[config.mk]
export PLATFORM = sky130hd
export DESIGN_NAME = mem_ctrl
export DESIGN_NICKNAME = d
export VERILOG_FILES = /design/src/rtl/mem_ctrl.sv
export SDC_FILE = /design/constraint.sdc
export NUM_CORES = 1
export LEC_CHECK = 0
export BUFFER_PORTS_ARGS = -buffer_cell sky130_fd_sc_hd__buf_4
export CAP_MARGIN = 40
export CORE_ASPECT_RATIO = 2
export CORE_MARGIN = 8
export CORE_UTILIZATION = 59
export CTS_CLUSTER_DIAMETER = 40
export DETAILED_ROUTE_END_ITERATION = 12
export GPL_ROUTABILITY_DRIVEN = 1
export PLACE_DENSITY_LB_ADDON = 0.15
export SETUP_SLACK_MARGIN = 0.02
export SYNTH_ARGS = -nofsm -noshare
export SYNTH_HDL_FRONTEND = slang
export SYNTH_SLANG_ARGS = --single-unit
[constraint.sdc]
create_clock -name clk -period 7.6 [get_ports clk]
set_clock_uncertainty 0.05 [all_clocks]
set_input_delay 1.14 -clock clk [delete_from_list [all_inputs] [get_ports clk]]
set_output_delay 1.14 -clock clk [all_outputs]
set_load 0.05 [all_outputs]
[src/rtl/mem_ctrl.sv]
// mem_ctrl: byte-serial memory controller sitting between the load/store
// buffer (LSB), instruction fetch (IF) and a single 8-bit RAM port.
// Every 1/2/4-byte access becomes a train of pipelined byte transactions.
// The RAM returns the byte addressed at edge k in time for edge k+2.
//
// Ports:
//   clk, rst (async, active-low), rdy (low freezes everything), clear (flush)
//   io_buffer_full       : stalls stores into IO space (addr[17:16]==IO_MASK)
//   LSB_*                : load/store request, done pulse, zero-extended load data
//   IF_*                 : 4-byte fetch request, done pulse, instruction word
//   mem_din/dout/a/wr    : 8-bit RAM port
//   dbg_state            : current FSM state (IDLE=0, IF_RD=1, LSB_RD=2, LSB_WR=3)
//
// Handshake: a requester raises *_enable with stable fields and keeps it
// high until the matching *_data_valid pulse; it must drop the request in the
// cycle the pulse is seen. The controller accepts only from IDLE and LSB wins
// over IF when both are pending.
module mem_ctrl #(
   parameter int         ADDR_W  = 32,
   parameter logic [1:0] IO_MASK = 2'b11
) (
   input  logic              clk,
   input  logic              rst,
   input  logic              rdy,
   input  logic              clear,
   input  logic              io_buffer_full,
   input  logic              LSB_enable,
   input  logic              LSB_is_write,
   input  logic [ADDR_W-1:0] LSB_addr,
   input  logic [2:0]        LSB_data_len,
   input  logic [31:0]       LSB_write_data,
   output logic              LSB_data_valid,
   output logic [31:0]       LSB_data,
   input  logic              IF_enable,
   input  logic [ADDR_W-1:0] IF_addr,
   output logic              IF_data_valid,
   output logic [31:0]       IF_data,
   input  logic [7:0]        mem_din,
   output logic [7:0]        mem_dout,
   output logic [ADDR_W-1:0] mem_a,
   output logic              mem_wr,
   output logic [1:0]        dbg_state
);

   typedef enum logic [1:0] {
      IDLE   = 2'd0,
      IF_RD  = 2'd1,
      LSB_RD = 2'd2,
      LSB_WR = 2'd3
   } state_t;

   state_t            state_q, state_d;
   // Reads: edges elapsed since acceptance. Writes: bytes already issued.
   logic [2:0]        cnt_q, cnt_d;
   // Byte count of the active access; 0 marks an illegal-length request.
   logic [2:0]        len_q, len_d;
   logic [ADDR_W-1:0] addr_q, addr_d;
   logic [31:0]       wdata_q, wdata_d;
   logic [31:0]       buf_q, buf_d;
   logic [ADDR_W-1:0] mem_a_q, mem_a_d;
   logic [7:0]        mem_dout_q, mem_dout_d;
   logic              mem_wr_q, mem_wr_d;
   logic              lsb_valid_q, lsb_valid_d;
   logic [31:0]       lsb_data_q, lsb_data_d;
   logic              if_valid_q, if_valid_d;
   logic [31:0]       if_data_q, if_data_d;

   logic              len_ok;
   logic              req_io_stall;
   logic              cur_io_stall;
   logic [ADDR_W-1:0] addr_off;
   logic [2:0]        cnt_m2;
   logic [7:0]        wr_byte;
   logic [31:0]       buf_merged;

   assign len_ok       = (LSB_data_len == 3'd1) || (LSB_data_len == 3'd2) ||
                         (LSB_data_len == 3'd4);
   assign req_io_stall = (LSB_addr[17:16] == IO_MASK) && io_buffer_full;
   assign cur_io_stall = (addr_q[17:16] == IO_MASK) && io_buffer_full;
   assign addr_off     = addr_q + ADDR_W'(cnt_q);
   // The byte arriving now was issued two edges ago.
   assign cnt_m2       = cnt_q - 3'd2;
   assign wr_byte      = wdata_q[{cnt_q[1:0], 3'b000} +: 8];

   always_comb begin
      buf_merged = buf_q;
      buf_merged[{cnt_m2[1:0], 3'b000} +: 8] = mem_din;
   end

   always_comb begin
      state_d     = state_q;
      cnt_d       = cnt_q;
      len_d       = len_q;
      addr_d      = addr_q;
      wdata_d     = wdata_q;
      buf_d       = buf_q;
      mem_a_d     = mem_a_q;
      mem_dout_d  = mem_dout_q;
      mem_wr_d    = mem_wr_q;
      lsb_valid_d = lsb_valid_q;
      lsb_data_d  = lsb_data_q;
      if_valid_d  = if_valid_q;
      if_data_d   = if_data_q;

      if (rdy) begin
         lsb_valid_d = 1'b0;
         if_valid_d  = 1'b0;
         mem_wr_d    = 1'b0;
         case (state_q)
            IDLE: begin
               if (!clear) begin
                  if (LSB_enable) begin
                     addr_d  = LSB_addr;
                     wdata_d = LSB_write_data;
                     buf_d   = '0;
                     cnt_d   = 3'd1;
                     if (!len_ok) begin
                        // Completes one edge later with zero data, no RAM access.
                        len_d   = 3'd0;
                        state_d = LSB_RD;
                     end else if (LSB_is_write) begin
                        len_d   = LSB_data_len;
                        state_d = LSB_WR;
                        if (req_io_stall) begin
                           cnt_d = 3'd0;
                        end else begin
                           mem_a_d    = LSB_addr;
                           mem_dout_d = LSB_write_data[7:0];
                           mem_wr_d   = 1'b1;
                        end
                     end else begin
                        len_d   = LSB_data_len;
                        state_d = LSB_RD;
                        mem_a_d = LSB_addr;
                     end
                  end else if (IF_enable) begin
                     addr_d  = IF_addr;
                     buf_d   = '0;
                     cnt_d   = 3'd1;
                     len_d   = 3'd4;
                     state_d = IF_RD;
                     mem_a_d = IF_addr;
                  end
               end
            end
            IF_RD, LSB_RD: begin
               if (clear) begin
                  state_d = IDLE;
                  cnt_d   = 3'd0;
               end else begin
                  if (cnt_q < len_q) mem_a_d = addr_off;
                  if (cnt_q >= 3'd2) buf_d = buf_merged;
                  cnt_d = cnt_q + 3'd1;
                  if (cnt_q == len_q + 3'd1) begin
                     state_d = IDLE;
                     cnt_d   = 3'd0;
                     if (state_q == IF_RD) begin
                        if_valid_d = 1'b1;
                        if_data_d  = buf_d;
                     end else begin
                        lsb_valid_d = 1'b1;
                        lsb_data_d  = buf_d;
                     end
                  end
               end
            end
            LSB_WR: begin
               // Committed stores ignore clear and always run to completion.
               if (cnt_q < len_q) begin
                  if (!cur_io_stall) begin
                     mem_a_d    = addr_off;
                     mem_dout_d = wr_byte;
                     mem_wr_d   = 1'b1;
                     cnt_d      = cnt_q + 3'd1;
                  end
               end else begin
                  lsb_valid_d = 1'b1;
                  state_d     = IDLE;
                  cnt_d       = 3'd0;
               end
            end
            default: state_d = IDLE;
         endcase
      end
   end

   always_ff @(posedge clk or negedge rst) begin
      if (!rst) begin
         state_q     <= IDLE;
         cnt_q       <= '0;
         len_q       <= '0;
         addr_q      <= '0;
         wdata_q     <= '0;
         buf_q       <= '0;
         mem_a_q     <= '0;
         mem_dout_q  <= '0;
         mem_wr_q    <= 1'b0;
         lsb_valid_q <= 1'b0;
         lsb_data_q  <= '0;
         if_valid_q  <= 1'b0;
         if_data_q   <= '0;
      end else begin
         state_q     <= state_d;
         cnt_q       <= cnt_d;
         len_q       <= len_d;
         addr_q      <= addr_d;
         wdata_q     <= wdata_d;
         buf_q       <= buf_d;
         mem_a_q     <= mem_a_d;
         mem_dout_q  <= mem_dout_d;
         mem_wr_q    <= mem_wr_d;
         lsb_valid_q <= lsb_valid_d;
         lsb_data_q  <= lsb_data_d;
         if_valid_q  <= if_valid_d;
         if_data_q   <= if_data_d;
      end
   end

   assign LSB_data_valid = lsb_valid_q;
   assign LSB_data       = lsb_data_q;
   assign IF_data_valid  = if_valid_q;
   assign IF_data        = if_data_q;
   assign mem_a          = mem_a_q;
   assign mem_dout       = mem_dout_q;
   assign mem_wr         = mem_wr_q;
   assign dbg_state      = state_q;

endmodule

==> impl_metrics.json, run 1 <==
{
  "r2r-start": "cnt_q[0]",
  "numCtsBuffers": 20,
  "post-route-period-util_pct": 46.6,
  "die_h_um": 205,
  "ir_drop_mv": 0.245,
  "cts_root_buf": "clkbuf_16",
  "cts_resized": 0,
  "drtPass1Iterations": 7,
  "num-nets-final": 1203,
  "hold_end": "mem_wr",
  "rsz0062_at_grt": "false",
  "n_antenna_cell": 0,
  "slew_headroom_pct": 38.3,
  "pre_cts_slack_ps": 3590,
  "cts_tree": "yes",
  "synth_edf_count": 0,
  "gp_congestion": 0.878,
  "setup_tns_ps": 0,
  "grt_usage_pct": 23.1,
  "finalMaxSlewViolations": 0,
  "outcome": "complete, no violations",
  "drive_above_1_share_pct": 40.8,
  "rows": 69,
  "grt_max_degree": 72,
  "cts.hold.buffers_added": 0,
  "layout-area-overhead-vs-synth_pct": 23.9,
  "place_hpwl_um": 19300,
  "finalWirelength_um": 26800,
  "max_freq_mhz": 282,
  "drc": 0,
  "synth_cell_types": 66,
  "start_kind": "flop",
  "worstSetupEndpointType": "flop",
  "cts.htree.levels": 1,
  "r2r.worst_path.cells": 9,
  "grt_pass1_wl_um": 43600,
  "cts_sinks": 211,
  "min-delay-path-class": "reg -> reg",
  "post_cts_buffers": 0,
  "clk_pin_slew_ps": 70,
  "dp_cells": 1261,
  "dieArea_um2": 22700,
  "leakage_nw": 6.19,
  "avgSynthCellArea_um2": 12.1,
  "yosysTopAreaCell": "dfrtp_1",
  "grt_antenna_before_repair": 0,
  "stdcell_count": 1295,
  "synth-main-ff-cell": "dfrtp_1",
  "port_buffers": 223,
  "initial_core_util_pct": 59.9,
  "core-area_um2": 17600,
  "worst_slack_ps": 4050,
  "crit_fanout": 16,
  "ys_warn_count": 0,
  "crit_type": "reg -> reg",
  "min_path_cells": 2,
  "power_mw": 4.77,
  "worst_hold_slack_ps": 451,
  "grt_pass1_vias": 8437,
  "die_w_um": 111,
  "async_flop_share_pct": 100,
  "timing.final.crit_period_ps": 3550,
  "synth-seq-cells": 211,
  "syn-num-nets": 1002,
  "synth_top_area_share_pct": 50.0,
  "required_ps": 7930,
  "rrSetupSlack_ps": 4050,
  "clkLatencyLatePin_ps": 500,
  "synth_area_leaders": "dfrtp_1 (50%), mux2_2 (16%), a22o_1 (5.4%), mux2i_1 (3.6%), ha_1 (2.0%)",
  "cap_viol_max_count": 0,
  "overflow": 0,
  "ys_seq_area_share_pct": 50.0,
  "avgRoutedWirePerCell_um": 20.7,
  "syn-cell-area_um2": 10600,
  "ant_nets": 0,
  "hold_violations": 0,
  "power_density_nw_per_um2": 365,
  "hp-start": "mem_wr",
  "cts_max_path_buffers": 3,
  "tightest_slew_ps": 918,
  "io_pins": 224,
  "avgViaCountPerCell": 6.16,
  "setup_viol": 0,
  "drtIter0Drc": 364,
  "worstPathArrival_ps": 3870,
  "vias": 7971,
  "reg2reg_to": "mem_a[18]",
  "synth_cells": 869
}
[metrics by stage]
step / area [um^2] / utilization, %
3_5_place_dp: 12400 / 70.5
2_1_floorplan: 10600 / -
4_1_cts: 13100 / 74.2
6_report: 13100 / 74.2
3_3_place_gp: 12300 / 69.6
5_1_grt: 13100 / 74.2
[cells in the final DEF (no fill, tap or decap), drive strengths merged, types with 10 or more instances in the layout]
cell type / synthesis / final
o31a: 18 / 18
nand4: 14 / 14
nor4: 16 / 16
nor3: 11 / 11
a21oi: 36 / 36
a22o: 65 / 65
buf: 32 / 233
nand3: 17 / 17
mux2: 146 / 146
nand2: 36 / 36
clkbuf: 23 / 27
mux2i: 38 / 38
nor2: 44 / 44
ha: 17 / 17
xor2: 10 / 10
dfrtp: 211 / 211
inv: 23 / 23
o21ai: 20 / 20
[how the worst max path moves through the flow]
stage	start	to
2_1_floorplan	clear	mem_a[24]
4_1_cts	cnt_q[0]	mem_a[18]
6_report	cnt_q[0]	mem_a[18]
3_3_place_gp	LSB_enable	mem_a[23]
5_1_grt	cnt_q[0]	mem_a[31]
3_5_place_dp	LSB_enable	mem_a[14]
[metal layers]
layer  vias to the layer above  wire length, um  GRT usage [%]
met5                         -                0              0
met4                         0              645           7.33
met3                        48             1870           6.07
met2                       253            13500           39.0
met1                      4028            10800           28.2
li1                       3642                -              -
[critical path, stage by stage (launching register included)]
cell and delay, ps:
dfrtp_1 460, buf_16 200, inv_1 220, ha_1 230
nor2b_1 70, o211a_1 210, a211oi_1 530, o21a_1 720
buf_4 370, mux2_2 370
[area by class of cell]
type | instances | area (um^2)
clock buffers | 26 | 563
clock inverters | 8 | 92.6
fillers | 1239 | 4540
inverters | 23 | 86.3
multi-input cells | 580 | 4900
flip-flops and latches | 211 | 5280
well taps | 213 | 267
repair buffers | 234 | 1880
[registers in the layout (all words and copies together) (netlist names), 2 cells and up]
signal and flops:
LSB_data 32, buf_q 32, mem_dout 8, len_q 3, wdata_q 32, dbg_state 2, IF_data 32, mem_a 32
cnt_q 3, addr_q 32
[synth_stat cells, drive strengths merged (2+ instances only)]
library cell / n
or3: 4
o221ai: 2
a21oi: 36
o31a: 18
and2: 3
nor3: 11
ha: 17
o21a: 9
a32o: 3
o311ai: 2
buf: 32
o21ai: 20
mux2: 146
nand4: 14
and4: 4
mux4: 8
nand2: 36
or4: 2
nor2b: 2
a22o: 65
dfrtp: 211
and3: 8
nand2b: 3
o211ai: 5
nand3: 17
o31ai: 7
or2: 2
nor2: 44
xnor2: 3
a21boi: 3
xor2: 10
nor4: 16
inv: 23
nand3b: 3
mux2i: 38
clkbuf: 23
a21o: 2
[report_power, final]
group	leakage (nW)	total, mW	switching (mW)	internal, mW
Combinational	3.17	2.06	1.22	0.845
Clock	0.318	0.996	0.435	0.562
Sequential	2.70	1.71	0.269	1.44
Total	6.19	4.77	1.92	2.85
[kinds of logic after synthesis]
kind of cell,synth area share [%]
adder cells (fa/ha/maj),2.21
AND/OR/NAND/NOR,8.88
XOR/XNOR,1.30
AO/OA/AOI/OAI,13.1
flip-flops,50.0
multiplexers,20.9
buffers and inverters,3.55
No activity file was read; power rests on OpenSTA's default activity.
==> inputs of run 2 (changes only) <==
--- a/config.mk
+++ b/config.mk
@@ -9,7 +9,7 @@
 export CAP_MARGIN = 40
 export CORE_ASPECT_RATIO = 2
 export CORE_MARGIN = 8
-export CORE_UTILIZATION = 59
+export CORE_UTILIZATION = 55
 export CTS_CLUSTER_DIAMETER = 40
 export DETAILED_ROUTE_END_ITERATION = 12
 export GPL_ROUTABILITY_DRIVEN = 1
==> constraint.sdc (replaced) <==
create_clock -name clk -period 3.66 [get_ports clk]
set_clock_uncertainty 0.05 [all_clocks]
set_input_delay 0.549 -clock clk [delete_from_list [all_inputs] [get_ports clk]]
set_output_delay 0.549 -clock clk [all_outputs]
set_load 0.05 [all_outputs]
==> impl_metrics.json, run 2 (same netlist as run 1, synthesis figures left out) <==
{
  "hp-start": "LSB_write_data[9]",
  "power_density_nw_per_um2": 754,
  "core-area_um2": 18800,
  "num-nets-final": 1212,
  "rows": 71,
  "clk_pin_slew_ps": 70,
  "post-route-period-util_pct": 75.0,
  "clkLatencyLatePin_ps": 490,
  "avgRoutedWirePerCell_um": 20.6,
  "cap_viol_max_count": 0,
  "slew_headroom_pct": 41.4,
  "worstSetupEndpointType": "flop",
  "finalWirelength_um": 27800,
  "timing.final.crit_period_ps": 2750,
  "crit_top_cell": "o31a_1",
  "r2r-start": "cnt_q[0]",
  "finalCoreUtilization_pct": 69.6,
  "max_freq_mhz": 364,
  "required_ps": 3990,
  "setup_tns_ps": 0,
  "leakage_nw": 6.21,
  "cts_max_path_buffers": 3,
  "rsz0062_at_grt": "false",
  "worstPathArrival_ps": 3070,
  "worst_slack_ps": 915,
  "hold_violations": 0,
  "grt_max_degree": 104,
  "crit_type": "reg -> reg",
  "ant_nets": 0,
  "cts.htree.levels": 1,
  "layout_commonest_cell": "buf_4",
  "initial_core_util_pct": 56.0,
  "vias": 7849,
  "ir_drop_mv": 0.618,
  "path_cells": "buf_4, ha_1, fa_1, a21o_1, nand2_1, o31a_1, o31a_1, mux2_2",
  "gp_congestion": 0.860,
  "place_hpwl_um": 21300,
  "layout-area-overhead-vs-synth_pct": 24.3,
  "port_buffers": 223,
  "cts_tree": "yes",
  "start_kind": "flop",
  "final_cell_mix": "buf_4 (240), dfrtp_1 (211), mux2_2 (146)",
  "drive_above_1_share_pct": 41.4,
  "crit_fanout": 16,
  "die_w_um": 114,
  "drtPass1Iterations": 4,
  "drc": 0,
  "cts_sinks": 211,
  "tightest_slew_ps": 874,
  "wl_met3_um": 1390,
  "min-delay-path-class": "in -> reg",
  "dieArea_um2": 24100,
  "avgViaCountPerCell": 5.82,
  "pre_cts_slack_ps": 896,
  "critPathMaxStageDelay_ps": 380,
  "drtIter0Drc": 297,
  "die_h_um": 212,
  "wl_met2_um": 15800,
  "io_pins": 224,
  "cts_root_buf": "clkbuf_16",
  "post_cts_buffers": 0,
  "slowest_stage": "o31a_1",
  "cts_resized": 0,
  "power_mw": 9.89,
  "top_layer": "met4",
  "overflow": 0,
  "grt_pass1_wl_um": 44200,
  "grt_pass1_vias": 8269,
  "met1_length_um": 9440,
  "startpoint": "cnt_q[0]",
  "finalMaxSlewViolations": 0,
  "grt_antenna_before_repair": 1,
  "grt_usage_pct": 23.3,
  "setup_viol": 0,
  "outcome": "complete, no violations",
  "numCtsBuffers": 20
}
## run 2: worst max-delay path, delay by kind of cell (launching register included)
family | cells | cell delay [ps]
AO/OA/AOI/OAI | 3 | 890
adder cells (fa/ha/maj) | 2 | 500
buffers and inverters | 1 | 280
flip-flops | 1 | 340
multiplexers | 1 | 260
AND/OR/NAND/NOR | 1 | 320
## run 2: metal layers
layer	GRT usage, %	vias to the layer above
li1	-	3649
met1	23.3	3898
met2	45.0	241
met3	3.91	61
met4	11.0	0
met5	0	-
## run 2: timing repair
action / in CTS / in global routing
endpoints found under the setup margin: 0 / 0
endpoints found under the hold margin: 4 / 0
hold buffers: 1 / 0
## run 2: path summary, 6_finish.rpt
kind                       cells after the start  slack (ps)           to
setup / recovery                               8         910    mem_a[22]
max in group asynchronous                      4        2070   IF_data[2]
setup reg to reg                               8         910    mem_a[22]
min in group asynchronous                      2         380  IF_data[13]
hold reg to reg                                1         450     buf_q[3]
hold / removal                                 2         240   wdata_q[9]
## run 2: per-stage QoR
step	hold WS [ps]	instance area (um^2)	cells
after floorplan	203	10600	869
after global placement	432	12400	1310
after detailed placement	320	12400	1311
after CTS	223	13100	1348
after global routing	224	13100	1349
final	235	13100	1349
## run 2: cell type report
type	instances	area [um^2]
inverter	23	86.3
tap	255	319
clock inverter	13	125
timing repair buffer	243	1850
sequential	211	5280
clock buffer	23	543
fill	1460	5720
multi-input combinational	580	4900
antenna	1	2.50
## run 2: power by group
| group | switching, mW | internal, mW |
|---|---|---|
| clock | 0.887 | 1.21 |
| combinational | 2.54 | 1.71 |
| sequential | 0.546 | 2.99 |
==> inputs of run 3 (changes only) <==
==> constraint.sdc (replaced) <==
create_clock -name clk -period 2.7 [get_ports clk]
set_clock_uncertainty 0.05 [all_clocks]
set_input_delay 0.405 -clock clk [delete_from_list [all_inputs] [get_ports clk]]
set_output_delay 0.405 -clock clk [all_outputs]
set_load 0.05 [all_outputs]
==> impl_metrics.json, run 3 (same netlist as run 1, synthesis figures left out) <==
{
  "cts_resized": 0,
  "hold_violations": 0,
  "start_kind": "flop",
  "ant_nets": 0,
  "clkLatencyLatePin_ps": 500,
  "p_clk_share_pct": 22.7,
  "gp_congestion": 0.887,
  "dieArea_um2": 24100,
  "post_cts_buffers": 0,
  "pwr-share-seq_pct": 34.2,
  "cts_tree": "yes",
  "overflow": 0,
  "timing.final.crit_period_ps": 2460,
  "place_hpwl_um": 21500,
  "power.internal_mw": 8.43,
  "drc": 0,
  "tightest_slew_ps": 819,
  "power_density_nw_per_um2": 1040,
  "layout_commonest_cell": "buf_4",
  "p_switching_mw": 5.43,
  "cts_sinks": 211,
  "r2r.worst_path.cells": 7,
  "crit_fanout": 13,
  "rsz0062_at_grt": "false",
  "finalCoreUtilization_pct": 70.8,
  "seq_area_um2": 5280,
  "r2r-start": "cnt_q[1]",
  "grt_antenna_before_repair": 2,
  "die_w_um": 114,
  "cap_viol_max_count": 0,
  "grt_usage_pct": 23.5,
  "worstSetupEndpointType": "flop",
  "core-area_um2": 18800,
  "path_cells": "buf_4, fa_1, a21o_1, nand2_1, nor4_1, o31a_1, mux2_2",
  "layout-area-overhead-vs-synth_pct": 26.4,
  "num-nets-final": 1228,
  "rows": 71,
  "grt_pass1_vias": 8472,
  "multiInputGateArea_um2": 4900,
  "worst_slack_ps": 244,
  "max_freq_mhz": 407,
  "cts.htree.levels": 1,
  "vias": 7834,
  "finalMaxSlewViolations": 0,
  "drtIter0Drc": 349,
  "cts_max_path_buffers": 3,
  "setup_viol": 0,
  "worstPathArrival_ps": 2790,
  "pre_cts_slack_ps": 257,
  "required_ps": 3040,
  "slew_headroom_pct": 45.4,
  "setup.worst_path.end": "mem_a[22]",
  "numCtsBuffers": 20,
  "slowest_stage": "dfrtp_1",
  "ir_drop_mv": 0.838,
  "drive_above_1_share_pct": 42.2,
  "nFillCells": 1435,
  "avgRoutedWirePerCell_um": 20.6,
  "cts_root_buf": "clkbuf_16",
  "startpoint": "cnt_q[1]",
  "avgViaCountPerCell": 5.73,
  "min_path_cells": 2,
  "cts.hold.buffers_added": 1,
  "reg2reg_to": "mem_a[22]",
  "post-route-period-util_pct": 91.0,
  "leakage_nw": 6.33,
  "finalWirelength_um": 28100,
  "hp-start": "LSB_write_data[22]",
  "outcome": "complete, no violations",
  "grt_max_degree": 79,
  "io_pins": 224,
  "port_buffers": 223,
  "rrSetupSlack_ps": 240,
  "netSwitchingFraction_pct": 39.2,
  "grt_pass1_wl_um": 44500,
  "initial_core_util_pct": 56.0,
  "critPathMaxStageDelay_ps": 460,
  "die_h_um": 212,
  "drtPass1Iterations": 6,
  "min-delay-path-class": "in -> reg",
  "final_cell_mix": "buf_4 (252), dfrtp_1 (211), mux2_2 (146)",
  "combPwrFrac_pct": 43.1,
  "clk_pin_slew_ps": 70,
  "crit_type": "reg -> reg"
}
run 3: cell count changes in the layout (fill, tap and decap cells not counted), sizes merged:
cell / before / now
inv: 23 / 25
clkbuf: 24 / 27
clkinv: 10 / 3
diode: 1 / 2
bufinv: 2 / 4
buf: 241 / 257
run 3: power groups by stage:
stage | sequential, mW | clock (mW) | combinational [mW]
after floorplan | 5.85 | 0 | 3.04
after global placement | 4.76 | 0 | 5.92
after detailed placement | 4.80 | 0 | 6.02
after CTS | 4.74 | 3.19 | 6.04
after global routing | 4.87 | 3.31 | 6.43
final | 4.74 | 3.14 | 5.97
run 3: layout make-up:
type	instances	share of cell area, %
Sequential cell	211	39.6
Multi-Input combinational cell	580	36.8
Timing Repair Buffer	259	15.0
Clock buffer	26	4.38
Tap cell	255	2.39
Clock inverter	10	1.20
Inverter	23	0.647
Antenna cell	2	0.0375
run 3: metal layers:
layer  global-route usage, %  vias up  wire length [um]
li1                        -     3688                 -
met1                    22.7     3889              9530
met2                    45.8      210             16100
met3                    4.65       47              1450
met4                    10.6        0              1020
met5                       0        -                 0
run 3: how the worst min path moves through the flow:
stage / to / slack (ps)
6_report: wdata_q[22] / 90
5_1_grt: wdata_q[17] / 80
4_1_cts: wdata_q[22] / 70
3_5_place_dp: buf_q[31] / 430
3_3_place_gp: mem_wr / 420
2_1_floorplan: IF_data[0] / 60
run 3: critical path: cells and delay by family, from the launching register on:
family / cells / cell delay, ps
flip-flops: 1 / 460
buffers and inverters: 1 / 180
AND/OR/NAND/NOR: 2 / 480
adder cells (fa/ha/maj): 1 / 440
multiplexers: 1 / 260
AO/OA/AOI/OAI: 2 / 470
run 3: through the flow:
step	instances	area (um^2)	TNS (ps)	hold WS, ps	total power [mW]
final	1366	13300	0	90.1	13.9
after global routing	1366	13300	0	82.9	14.6
after CTS	1364	13300	0	74.2	14.0
after detailed placement	1327	12600	0	432	10.8
after global placement	1326	12600	0	423	10.7
after floorplan	869	10600	-424	59.4	8.89
